===== config.mk =====
export PLATFORM = sky130hd
export DESIGN_NAME = y_capture_fifo
export DESIGN_NICKNAME = d
export VERILOG_FILES = /design/src/rtl/y_capture_fifo.sv
export SDC_FILE = /design/constraint.sdc
export NUM_CORES = 1
export LEC_CHECK = 0
export CORE_ASPECT_RATIO = 0.7
export CORE_UTILIZATION = 55
export CTS_CLUSTER_DIAMETER = 150
export CTS_CLUSTER_SIZE = 30
export DETAILED_ROUTE_END_ITERATION = 6
export PLACE_DENSITY = 0.78
export SLEW_MARGIN = 30
export SYNTH_ARGS = -nofsm -noshare
export SYNTH_HDL_FRONTEND = slang
export SYNTH_SLANG_ARGS = --single-unit

===== constraint.sdc =====
create_clock -name clk -period 3.1 [get_ports clk]
set_input_delay 0.93 -clock clk [delete_from_list [all_inputs] [get_ports clk]]
set_output_delay 0.93 -clock clk [all_outputs]
set_load 0.03 [all_outputs]

===== src/rtl/y_capture_fifo.sv =====
// y_capture_fifo: capture qualified mux Y words into a first-word-fall-through FIFO with a valid/ready output
//   Ports: clk, rst_n (async, active low), clear (sync flush),
//          in_valid/in_data/in_ready (capture side, no backpressure upstream),
//          out_valid/out_data/out_ready (consumer side, FWFT head),
//          count/full/empty (occupancy), overflow (sticky drop flag).
//   Optional: define CAPTURE_STATS_EN to add saturating accepted_cnt/dropped_cnt outputs.
module y_capture_fifo #(
    parameter int WIDTH = 4,
    parameter int DEPTH = 8
`ifdef CAPTURE_STATS_EN
    , parameter int CNT_W = 8
`endif
) (
    input  logic                     clk,
    input  logic                     rst_n,
    input  logic                     clear,
    input  logic                     in_valid,
    input  logic [WIDTH-1:0]         in_data,
    output logic                     in_ready,
    output logic                     out_valid,
    output logic [WIDTH-1:0]         out_data,
    input  logic                     out_ready,
    output logic [$clog2(DEPTH):0]   count,
    output logic                     full,
    output logic                     empty,
    output logic                     overflow
`ifdef CAPTURE_STATS_EN
    , output logic [CNT_W-1:0]       accepted_cnt,
    output logic [CNT_W-1:0]         dropped_cnt
`endif
);
    localparam int AW = $clog2(DEPTH);
    localparam int CW = AW + 1;

    logic [WIDTH-1:0] mem [DEPTH];
    logic [AW-1:0]    wr_ptr;
    logic [AW-1:0]    rd_ptr;
    logic             wr_en;
    logic             rd_en;
    logic             drop;

    // Status comes only from the registered count, never from the handshake inputs.
    assign full      = count == CW'(DEPTH);
    assign empty     = count == '0;
    assign in_ready  = !full;
    assign out_valid = !empty;
    assign out_data  = empty ? '0 : mem[rd_ptr];

    // Clear suppresses both sides; a full FIFO drops the incoming word even when the head pops.
    assign wr_en = !clear && in_valid && !full;
    assign drop  = !clear && in_valid && full;
    assign rd_en = !clear && out_ready && !empty;

    always_ff @(posedge clk) begin
        if (wr_en)
            mem[wr_ptr] <= in_data;
    end

    always_ff @(posedge clk or negedge rst_n) begin
        if (!rst_n) begin
            wr_ptr   <= '0;
            rd_ptr   <= '0;
            count    <= '0;
            overflow <= 1'b0;
        end else if (clear) begin
            wr_ptr   <= '0;
            rd_ptr   <= '0;
            count    <= '0;
            overflow <= 1'b0;
        end else begin
            if (wr_en)
                wr_ptr <= wr_ptr + AW'(1);
            if (rd_en)
                rd_ptr <= rd_ptr + AW'(1);
            count <= count + CW'(wr_en) - CW'(rd_en);
            if (drop)
                overflow <= 1'b1;
        end
    end

`ifdef CAPTURE_STATS_EN
    always_ff @(posedge clk or negedge rst_n) begin
        if (!rst_n) begin
            accepted_cnt <= '0;
            dropped_cnt  <= '0;
        end else if (clear) begin
            accepted_cnt <= '0;
            dropped_cnt  <= '0;
        end else begin
            if (wr_en && accepted_cnt != '1)
                accepted_cnt <= accepted_cnt + CNT_W'(1);
            if (drop && dropped_cnt != '1)
                dropped_cnt <= dropped_cnt + CNT_W'(1);
        end
    end
`endif

endmodule


==> results of run 1 <==
-- critical path, stage by stage (launching register included) --
cell             delay (ps)
dfrtp_1                 380
inv_1                   110
ha_1                    150
or3b_4                  450
clkdlybuf4s50_1         620
-- per-layer routing --
layer / up-vias / global-route usage, %
met5: - / 0
met4: 0 / 8.49
met3: 7 / 5.33
met2: 20 / 32.0
met1: 611 / 30.1
li1: 602 / -
-- registers in the layout, summed over array words and instances, names as in the netlist --
name      flops
mem          32
count         4
rd_ptr        3
wr_ptr        3
overflow      1
-- worst min-delay path by stage --
stage | from | to | slack [ps] | depth (start not counted)
after global routing | overflow | overflow | 570 | 2
after detailed placement | overflow | overflow | 500 | 2
final | overflow | overflow | 510 | 2
after global placement | overflow | overflow | 490 | 2
after floorplan | wr_ptr[2] | wr_ptr[2] | 520 | 1
after CTS | overflow | overflow | 520 | 2
-- final cells by class --
class	count	share of cell area, %
Inverter	9	1.78
Tap cell	50	2.55
Clock buffer	5	2.80
Clock inverter	3	1.78
Sequential cell	43	50.3
Timing Repair Buffer	30	12.3
Multi-Input combinational cell	90	28.5
-- timing repair --
item	4_1_cts	5_1_grt
resized for setup	3	5
pin swaps	0	0
endpoints found under the setup margin	6	5
-- cells in the mapped netlist, drive strengths merged --
cell type  number  area (um^2)
and2b           1         7.51
mux2            3         37.5
edfxtp         32          961
nand3           8         45.0
dfrtp          11          275
inv             7         26.3
mux2i          17          170
or3             2         12.5
clkbuf          2         8.75
ha              8          100
nor2b           7         43.8
xnor2           1         8.76
buf             5         50.0
nand2b          3         18.8
a21oi           5         25.0
or3b            2         17.5
nor4            1         6.26
nor3            5         25.0
a22oi           4         30.0
nor2            8         30.0
and4            4         35.0
o21ai           3         15.0
clkinv          2         17.5
nand2           6         38.8
fa              1         20.0
a21o            1         7.51
-- cell families (layout without fill, tap and decap cells) --
| group | Yosys count | after routing |
|---|---|---|
| flops | 43 | 43 |
| mux | 20 | 20 |
| xor+xnor | 1 | 1 |
| simple gates | 47 | 47 |
| fa+ha+maj | 9 | 9 |
| buf+inv | 16 | 47 |
| compound gates | 13 | 13 |
-- power groups by stage --
stage	Combinational, uW	Clock (uW)	Sequential [uW]
after global routing	853	456	724
after CTS	803	435	716
after detailed placement	787	0	726
after floorplan	515	0	752
after global placement	769	0	723
final	790	429	716
-- metrics by stage --
stage	power, uW	instance area, um^2	utilization [%]
after global routing	2030	2460	69.5
final	1940	2460	69.5
after CTS	1950	2440	69.1
after floorplan	1270	2030	-
after global placement	1490	2330	65.8
after detailed placement	1510	2330	65.8
==> Implementation_results.wiki, run 1 <==
{| class="wikitable"
! Metric !! Value
|-
| Run status || completed
|-
| Fraction of power consumed by combinational cells || 40.8%
|-
| Routed met1 length || 1870 um
|-
| Share of cells above drive strength 1 || 13.9%
|-
| Seq cells post-synth || 43
|-
| Clock period minus worst slack || about 2900 ps
|-
| Clock Sinks || between 40 and 50
|-
| Post-CTS setup buffers || 0
|-
| Most common library cell in the layout ignoring fill and taps || edfxtp_1
|-
| GR Overflow Total || 0
|-
| DRC errors left || 0
|-
| Number of global-route vias before repair || roughly 1,200
|-
| Clock share of power || 22.2%
|-
| Vertical die dimension || 52.9 um
|-
| Final count of negative-setup-slack endpoints || 0
|-
| Total of fill cells in the finished design || ~250
|-
| Data arrival, critical path || 2020 ps
|-
| Mean Syn Cell Area || roughly 14 um^2
|-
| Reg-to-reg slack, setup || between 500 and 600 ps
|-
| Total iterations of the first detailed-routing run || 4
|-
| Final setup skew || approximately 3.8 ps
|-
| Number of vias in the routed layout || 1,240
|-
| Share of the synthesized area in compound gates (AO/OA/AOI/OAI) || 3.82%
|-
| Class of the worst hold path || reg2reg
|-
| Category of the worst setup path capture point || primary output
|-
| Worst reg2reg path startpoint || count[2]
|-
| Diode count || 0
|-
| Internal Dissipation || roughly 1300 uW
|-
| Port buffer count || 21
|-
| Sw Share || between 30% and 40%
|-
| Netlist cell types || 32
|-
| Clock Tree Buf Depth || 2
|-
| Die X-Extent || approximately 75 um
|-
| Average routed wire per standard cell || ~16 um
|-
| Final slew viol count || 0
|-
| Setup TNS || 0 ps
|-
| Multiplexer fraction of the synthesized cell area || around a tenth
|-
| Via count normalized by instance count || about 5.4
|-
| Met2 WL post-DR || approximately 1700 um
|-
| Core Area || around 3500 um^2
|-
| CP startpoint kind || flop
|-
| FF-to-FF path depth || 11
|-
| Commonest cells after routing, fill and taps aside || edfxtp_1, mux2i_1, clkdlybuf4s50_1
|-
| Initial core utilization || around 58%
|-
| Ratio of total power to cell area || 788 nW/um^2
|-
| Worst Setup Slack, final || 153 ps
|-
| IO Count || 22
|-
| Final Hold Vio Count || 0
|-
| Reported max-cap violation count || 0
|-
| Synth-to-Final Area Change || 20.8%
|-
| Xor-xnor portion of the synthesized cell area || less than 1%
|-
| Hold_ws || about 510 ps
|-
| Net load switching power || 684 uW
|-
| GRT Util Overall || 21.4%
|-
| Worst skew pair latency || 300 ps
|-
| Unrepaired setup endpoints after global routing || no
|-
| Clock tree from TritonCTS || yes
|-
| Maximum number of pins on one net before global-route repair || 19
|-
| R2r endpoint || count[3]
|-
| Clock tree root buffer cell || clkbuf_8
|-
| Fraction of the mapped netlist area in adder cells || just under 6%
|-
| Post-synthesis simple-gate area fraction || 13.8%
|-
| Highest clock rate || 0.339 GHz
|-
| Final layout net count || 197
|-
| Clock transition time at the flip-flop clock pins of the worst setup and hold paths || about 80 ps
|-
| Leakage power total || ~0.00097 uW
|-
| CP startpoint || count[2]
|-
| Synth Net Count || roughly 170
|-
| Detailed Route Iter0 Violations || 69
|-
| Sequential cell area in the final layout || around 1200 um^2
|-
| CTS buffer count || 5
|-
| Post-DP HPWL || roughly 2700 um
|-
| Share of the cycle needed by the critical path after routing || 95.1%
|-
| Worst setup path category || reg2out
|-
| Normalized max-slew margin || between 60% and 70%
|-
| Critical path fanouts, max || 5
|-
| DR top layer || met4
|-
| Post-placement cell count || 222
|-
| Number of cells produced by synthesis || ~150
|-
| Post-Syn Area || ~2000 um^2
|-
| Initial antenna violation count || 0
|-
| Floorplan die area || 3950 um^2
|-
| Global-route wire length before repair || around 5700 um
|-
| Worst slew pin tran || between 500 and 600 ps
|-
| Number of buffers inserted for hold repair after clock tree synthesis || 0
|-
| Routed met3 length || 119 um
|-
| Data required time of the critical path || around 2200 ps
|-
| Capture point of the worst path || in_ready
|-
| Post-layout instance count excluding filler cells || 230
|-
| Relative contribution of sequential cells to total power || between 30% and 40%
|-
| Worst voltage drop across the vdd grid || 0.487 mV
|-
| Post-Place Worst Slack || about 4.7 ps
|-
| Antenna Violating Nets Remaining || 0
|-
| Combinational family with the most area after synthesis || simple AND/OR/NAND/NOR gates
|-
| Portion of the post-synthesis area used by sequential elements || approximately 60%
|-
| Maximum level of the CTS H-tree || 2
|-
| Yosys Warn Count || 0
|-
| Multi-input combinational cell area || ~700 um^2
|-
| Final weighted congestion of routability-driven global placement || slightly below 0.9
|-
| Num rows || 18
|-
| Total Wirelength || roughly 3800 um
|}
No activity file was read; power rests on OpenSTA's default activity.
==> inputs of run 2 (changes only) <==
--- a/config.mk
+++ b/config.mk
@@ -11,6 +11,7 @@
 export CTS_CLUSTER_SIZE = 30
 export DETAILED_ROUTE_END_ITERATION = 6
 export PLACE_DENSITY = 0.78
+export SETUP_SLACK_MARGIN = 0.3
 export SLEW_MARGIN = 30
 export SYNTH_ARGS = -nofsm -noshare
 export SYNTH_HDL_FRONTEND = slang
==> Implementation_results.wiki, run 2 (synthesized netlist as in run 1, its figures left out) <==
{| class="wikitable"
! Metric !! Value
|-
| Clock transition time at the flip-flop clock pins of the worst setup and hold paths || 80 ps (about the same)
|-
| Unrepaired setup endpoints after global routing || no
|-
| Total iterations of the first detailed-routing run || 4 (unchanged)
|-
| Total of fill cells in the finished design || 247 (+0.82%)
|-
| Initial antenna violation count || 0 (unchanged)
|-
| Antenna Violating Nets Remaining || 0 (unchanged)
|-
| IO Count || 22 (unchanged)
|-
| Hold_ws || 505 ps (-2.07 ps)
|-
| Synth-to-Final Area Change || 19.3%
|-
| Final weighted congestion of routability-driven global placement || 0.878 (unchanged)
|-
| Total Wirelength || 3820 um (+1.7%)
|-
| CTS buffer count || 5 (unchanged)
|-
| Clock Sinks || 43 (unchanged)
|-
| Floorplan die area || 3950 um^2 (unchanged)
|-
| DRC errors left || 0 (unchanged)
|-
| Share of cells above drive strength 1 || 18.8% (+4.9 points)
|-
| Worst slew pin tran || 547 ps (-2.42 ps)
|-
| Core Area || 3540 um^2 (unchanged)
|-
| Number of buffers inserted for hold repair after clock tree synthesis || 0 (unchanged)
|-
| Leakage power total || 0.000908 uW (-6.0%)
|-
| Die X-Extent || 74.7 um (unchanged)
|-
| Critical path fanouts, max || 4 (-1)
|-
| Final Hold Vio Count || 0 (unchanged)
|-
| Via count normalized by instance count || 5.41 (+0.37%)
|-
| Maximum number of pins on one net before global-route repair || 19 (unchanged)
|-
| Run status || completed
|-
| Share of the cycle needed by the critical path after routing || 89.2% (-5.9 points)
|-
| Class of the worst hold path || reg2reg
|-
| Detailed Route Iter0 Violations || 86 (+25%)
|-
| Clock period minus worst slack || 2770 ps (-182 ps)
|-
| GR Overflow Total || 0 (unchanged)
|-
| Post-placement cell count || 222 (unchanged)
|-
| Num rows || 18 (unchanged)
|-
| Clock tree from TritonCTS || yes
|-
| Post-DP HPWL || 2720 um (unchanged)
|-
| Final slew viol count || 0 (unchanged)
|-
| Highest clock rate || 0.362 GHz (+6.6%)
|-
| Data arrival, critical path || 2950 ps (+930 ps)
|-
| Post-layout utilization of the core || 68.6% (-0.85 points)
|-
| CP startpoint kind || input pin
|-
| Clock Tree Buf Depth || 2 (unchanged)
|-
| GRT Util Overall || 21.4% (unchanged)
|-
| Diode count || 0 (unchanged)
|-
| Post-Place Worst Slack || 4.70 ps (unchanged)
|-
| Number of vias in the routed layout || 1,250 (+0.81%)
|-
| Worst Setup Slack, final || 335 ps (+182 ps)
|-
| Ratio of total power to cell area || 788 nW/um^2 (about the same)
|-
| Worst voltage drop across the vdd grid || 0.473 mV (-3.0%)
|-
| Maximum level of the CTS H-tree || 2 (unchanged)
|-
| Setup TNS || 0 ps (unchanged)
|-
| Max FFs per register || 32 (unchanged)
|-
| Worst setup path category || in2reg
|-
| Data required time of the critical path || 3280 ps (+1110 ps)
|-
| Reported max-cap violation count || 0 (unchanged)
|-
| Largest Register || mem
|-
| Category of the worst setup path capture point || flop
|-
| Initial core utilization || 57.5% (unchanged)
|-
| Reg-to-reg slack, setup || 450 ps (-120 ps)
|-
| Number of global-route vias before repair || 1,183 (unchanged)
|-
| Commonest cells after routing, fill and taps aside || edfxtp_1, mux2i_1, clkdlybuf4s50_1
|-
| Worst skew pair latency || 300 ps (about the same)
|-
| Port buffer count || 21 (unchanged)
|-
| Most common library cell in the layout ignoring fill and taps || edfxtp_1
|-
| Final layout net count || 198 (+0.51%)
|-
| Clock tree root buffer cell || clkbuf_8
|-
| Final count of negative-setup-slack endpoints || 0 (unchanged)
|-
| Vertical die dimension || 52.9 um (unchanged)
|-
| Normalized max-slew margin || 63.4% (+0.16 points)
|-
| Global-route wire length before repair || 5740 um (unchanged)
|-
| Final setup skew || 4.80 ps (+1.00 ps)
|-
| Post-layout instance count excluding filler cells || 231 (+0.43%)
|-
| Registers with the most flip-flops || mem: 32 flops, count: 4 flops
|-
| Average routed wire per standard cell || 16.5 um (+1.3%)
|}
-- run 2: power breakdown --
part	switching, uW	internal (uW)	total [uW]
Clock	189	240	429
Combinational	456	311	767
Sequential	49.2	667	716
Total	694	1220	1910
-- run 2: metrics by stage --
step,cell area (um^2),total power [uW]
after floorplan,2030,1270
after global placement,2330,1490
after detailed placement,2330,1510
after CTS,2440,1920
after global routing,2430,2010
final,2430,1910
-- run 2: final timing paths --
| kind | start | end | cells after the start |
|---|---|---|---|
| setup / recovery | out_ready | count[3] | 9 |
| hold / removal | overflow | overflow | 2 |
| setup reg to reg | count[2] | count[3] | 12 |
| hold reg to reg | overflow | overflow | 2 |
| max in group asynchronous | rst_n | rd_ptr[1] | 1 |
| min in group asynchronous | rst_n | wr_ptr[1] | 1 |
-- run 2: cell type report --
class                           instances  area [um^2]  area share, %
Sequential cell                        43         1240           51.0
Multi-Input combinational cell         90          706           29.1
Timing Repair Buffer                   31          265           10.9
Clock buffer                            5         68.8           2.84
Tap cell                               50         62.6           2.58
Clock inverter                          3         43.8           1.81
Inverter                                9         43.8           1.81
-- run 2: per-layer routing --
metal  global-route usage [%]  vias to the layer above  share of wire [%]  routed length [um]
met4                     8.49                        0                1.3                  50
met5                        0                        -                  0                   0
met1                     30.1                      618                 49                1860
li1                         -                      603                  -                   -
met3                     5.33                        7                3.8                 144
met2                     32.0                       22                 46                1760
-- run 2: critical path, stage by stage --
cell and delay, ps:
clkdlybuf4s50_1 510, inv_1 110, nor3_2 200, ha_1 180
inv_1 70, ha_1 280, a21o_1 150, a21oi_1 150
mux2_2 350
-- run 2: timing repair --
item | 4_1_cts | 5_1_grt
resized for setup | 16 | 14
buffers inserted | 0 | 1
setup endpoints to repair | 8 | 8
==> inputs of run 3 (changes only) <==
--- a/config.mk
+++ b/config.mk
@@ -6,11 +6,11 @@
 export NUM_CORES = 1
 export LEC_CHECK = 0
 export CORE_ASPECT_RATIO = 0.7
-export CORE_UTILIZATION = 55
+export CORE_UTILIZATION = 45
 export CTS_CLUSTER_DIAMETER = 150
 export CTS_CLUSTER_SIZE = 30
 export DETAILED_ROUTE_END_ITERATION = 6
-export PLACE_DENSITY = 0.78
+export PLACE_DENSITY = 0.66
 export SETUP_SLACK_MARGIN = 0.3
 export SLEW_MARGIN = 30
 export SYNTH_ARGS = -nofsm -noshare
==> Implementation_results.wiki, run 3 (synthesized netlist as in run 1, its figures left out) <==
{| class="wikitable"
! Metric !! Value
|-
| Clock transition time at the flip-flop clock pins of the worst setup and hold paths || 80 ps (about the same)
|-
| Worst Setup Slack, final || 424 ps (+89.4 ps)
|-
| Share of the cycle needed by the critical path after routing || 86.3% (-2.9 points)
|-
| Normalized max-slew margin || 61.5% (-1.9 points)
|-
| DRC errors left || 0 (unchanged)
|-
| Clock period minus worst slack || 2680 ps (-89.4 ps)
|-
| Clock Tree Buf Depth || 2 (unchanged)
|-
| Max FFs per register || 32 (unchanged)
|-
| Largest Register || mem
|-
| Floorplan die area || 4800 um^2 (+21%)
|-
| Met1 usage in global routing || 27.8% (-2.3 points)
|-
| Final Hold Vio Count || 0 (unchanged)
|-
| FF-to-FF path depth || 11 (-1)
|-
| Average routed wire per standard cell || 15.8 um (-4.1%)
|-
| Worst skew pair latency || 300 ps (about the same)
|-
| Total iterations of the first detailed-routing run || 4 (unchanged)
|-
| Leakage power total || 0.000910 uW (+0.20%)
|-
| Post-layout total power || 1830 uW (-4.2%)
|-
| Run status || completed
|-
| Met2 demand-to-capacity share in global routing || 25.1% (-6.8 points)
|-
| Worst setup path category || in2reg
|-
| Category of the worst setup path capture point || flop
|-
| Unrepaired setup endpoints after global routing || no
|-
| CTS buffer count || 5 (unchanged)
|-
| Number of vias in the routed layout || 1,250 (unchanged)
|-
| Registers with the most flip-flops || mem: 32 flops, count: 4 flops
|-
| Most used routing layer in global routing || met1
|-
| Most common library cell in the layout ignoring fill and taps || edfxtp_1
|-
| Total Wirelength || 3820 um (about the same)
|-
| Hold_ws || 504 ps (-0.821 ps)
|-
| Final slew viol count || 0 (unchanged)
|-
| Highest clock rate || 0.374 GHz (+3.3%)
|-
| Final layout net count || 203 (+2.5%)
|-
| Initial core utilization || 47.0% (-11 points)
|-
| Worst slew pin tran || 572 ps (+25.4 ps)
|-
| Data arrival, critical path || 2860 ps (-90 ps)
|-
| Antenna Violating Nets Remaining || 0 (unchanged)
|-
| Clock tree root buffer cell || clkbuf_8
|-
| Number of buffers inserted for hold repair after clock tree synthesis || 0 (unchanged)
|-
| Maximum number of pins on one net before global-route repair || 14 (-5)
|-
| Global-route wire length before repair || 6230 um (+8.5%)
|-
| IO Count || 22 (unchanged)
|-
| Met3 Track Usage GR || 5.98% (+0.65 points)
|-
| Sequential cell area in the final layout || 1240 um^2 (unchanged)
|-
| Cell area reported after detailed placement || 2360 um^2 (+1.3%)
|-
| Vertical die dimension || 58.2 um (+10%)
|-
| GRT Util Overall || 18.9% (-2.5 points)
|-
| CP startpoint kind || input pin
|-
| Setup TNS || 0 ps (unchanged)
|-
| Initial antenna violation count || 0 (unchanged)
|-
| Post-DP HPWL || 2820 um (+3.9%)
|-
| Final weighted congestion of routability-driven global placement || 0.839 (-4.4%)
|-
| Total of fill cells in the finished design || 354 (+43%)
|-
| Multi-input combinational cell area || 698 um^2 (-1.1%)
|-
| Port buffer count || 21 (unchanged)
|-
| Maximum level of the CTS H-tree || 2 (unchanged)
|-
| Number of cells on the worst hold path || 2 (unchanged)
|-
| Commonest cells after routing, fill and taps aside || edfxtp_1, mux2i_1, buf_4
|-
| Post-Place Worst Slack || 78.0 ps (+73.3 ps)
|-
| Detailed Route Iter0 Violations || 82 (-4.7%)
|-
| Num rows || 20 (+2)
|-
| Number of global-route vias before repair || 1,221 (+3.2%)
|-
| GR Overflow Total || 0 (unchanged)
|-
| Core Area || 4330 um^2 (+22%)
|-
| Ratio of total power to cell area || 755 nW/um^2 (-4.2%)
|-
| Via count normalized by instance count || 5.19 (-4.1%)
|-
| Synth-to-Final Area Change || 19.3% (unchanged)
|-
| Clock Sinks || 43 (unchanged)
|-
| Critical path fanouts, max || 3 (-1)
|-
| Class of the worst hold path || reg2reg
|-
| Clock tree from TritonCTS || yes
|-
| Diode count || 0 (unchanged)
|-
| Final count of negative-setup-slack endpoints || 0 (unchanged)
|-
| Worst voltage drop across the vdd grid || 0.348 mV (-27%)
|-
| Die X-Extent || 82.3 um (+10%)
|-
| Reported max-cap violation count || 0 (unchanged)
|-
| Final instance area || 2430 um^2 (unchanged)
|-
| Share of cells above drive strength 1 || 19.9% (+1.1 points)
|-
| Final setup skew || 6.00 ps (+1.20 ps)
|-
| Data required time of the critical path || 3290 ps (about the same)
|}
## run 3: critical path, stage by stage
cell             delay, ps
clkdlybuf4s50_1        490
and2b_2                220
nand2_8                 60
ha_1                   260
inv_1                   40
ha_1                   200
a21o_1                 180
a21oi_1                140
mux2_2                 340
## run 3: what timing repair did
item | in CTS | in global routing
resized for setup | 19 | 11
setup endpoints to repair | 8 | 8
setup buffers | 0 | 1
pin swaps | 0 | 0
## run 3: worst paths after layout
check                          from       end  slack, ps
max                        in_valid  count[3]        420
min                        overflow  overflow        500
max reg2reg                count[2]  count[3]        590
min reg2reg                overflow  overflow        500
max in group asynchronous     rst_n  count[2]       1780
min in group asynchronous     rst_n  count[0]        970
## run 3: final cells by class
class,instances,share of cell area (%)
Clock buffer,6,2.99
Clock inverter,2,0.516
Inverter,9,1.81
Multi-Input combinational cell,90,28.8
Sequential cell,43,51.0
Tap cell,55,2.84
Timing Repair Buffer,36,12.1
## run 3: per-layer routing
metal	share of wire [%]	routed length, um
met2	45	1710
met5	0	0
met1	49	1860
met4	1.9	72
met3	4.5	170
## run 3: stage by stage
step	utilization (%)	cells
floorplan	-	149
global placement	54.5	232
detailed placement	54.5	232
CTS	56.4	240
global route	56.0	241
finish	56.0	241
## run 3: report_power, final
group	switching [uW]	leakage (uW)	internal (uW)	total, uW
registers	42.8	0.000437	667	710
logic	458	0.000432	316	774
clock network	190	0.0000412	157	348
total	691	0.000910	1140	1830
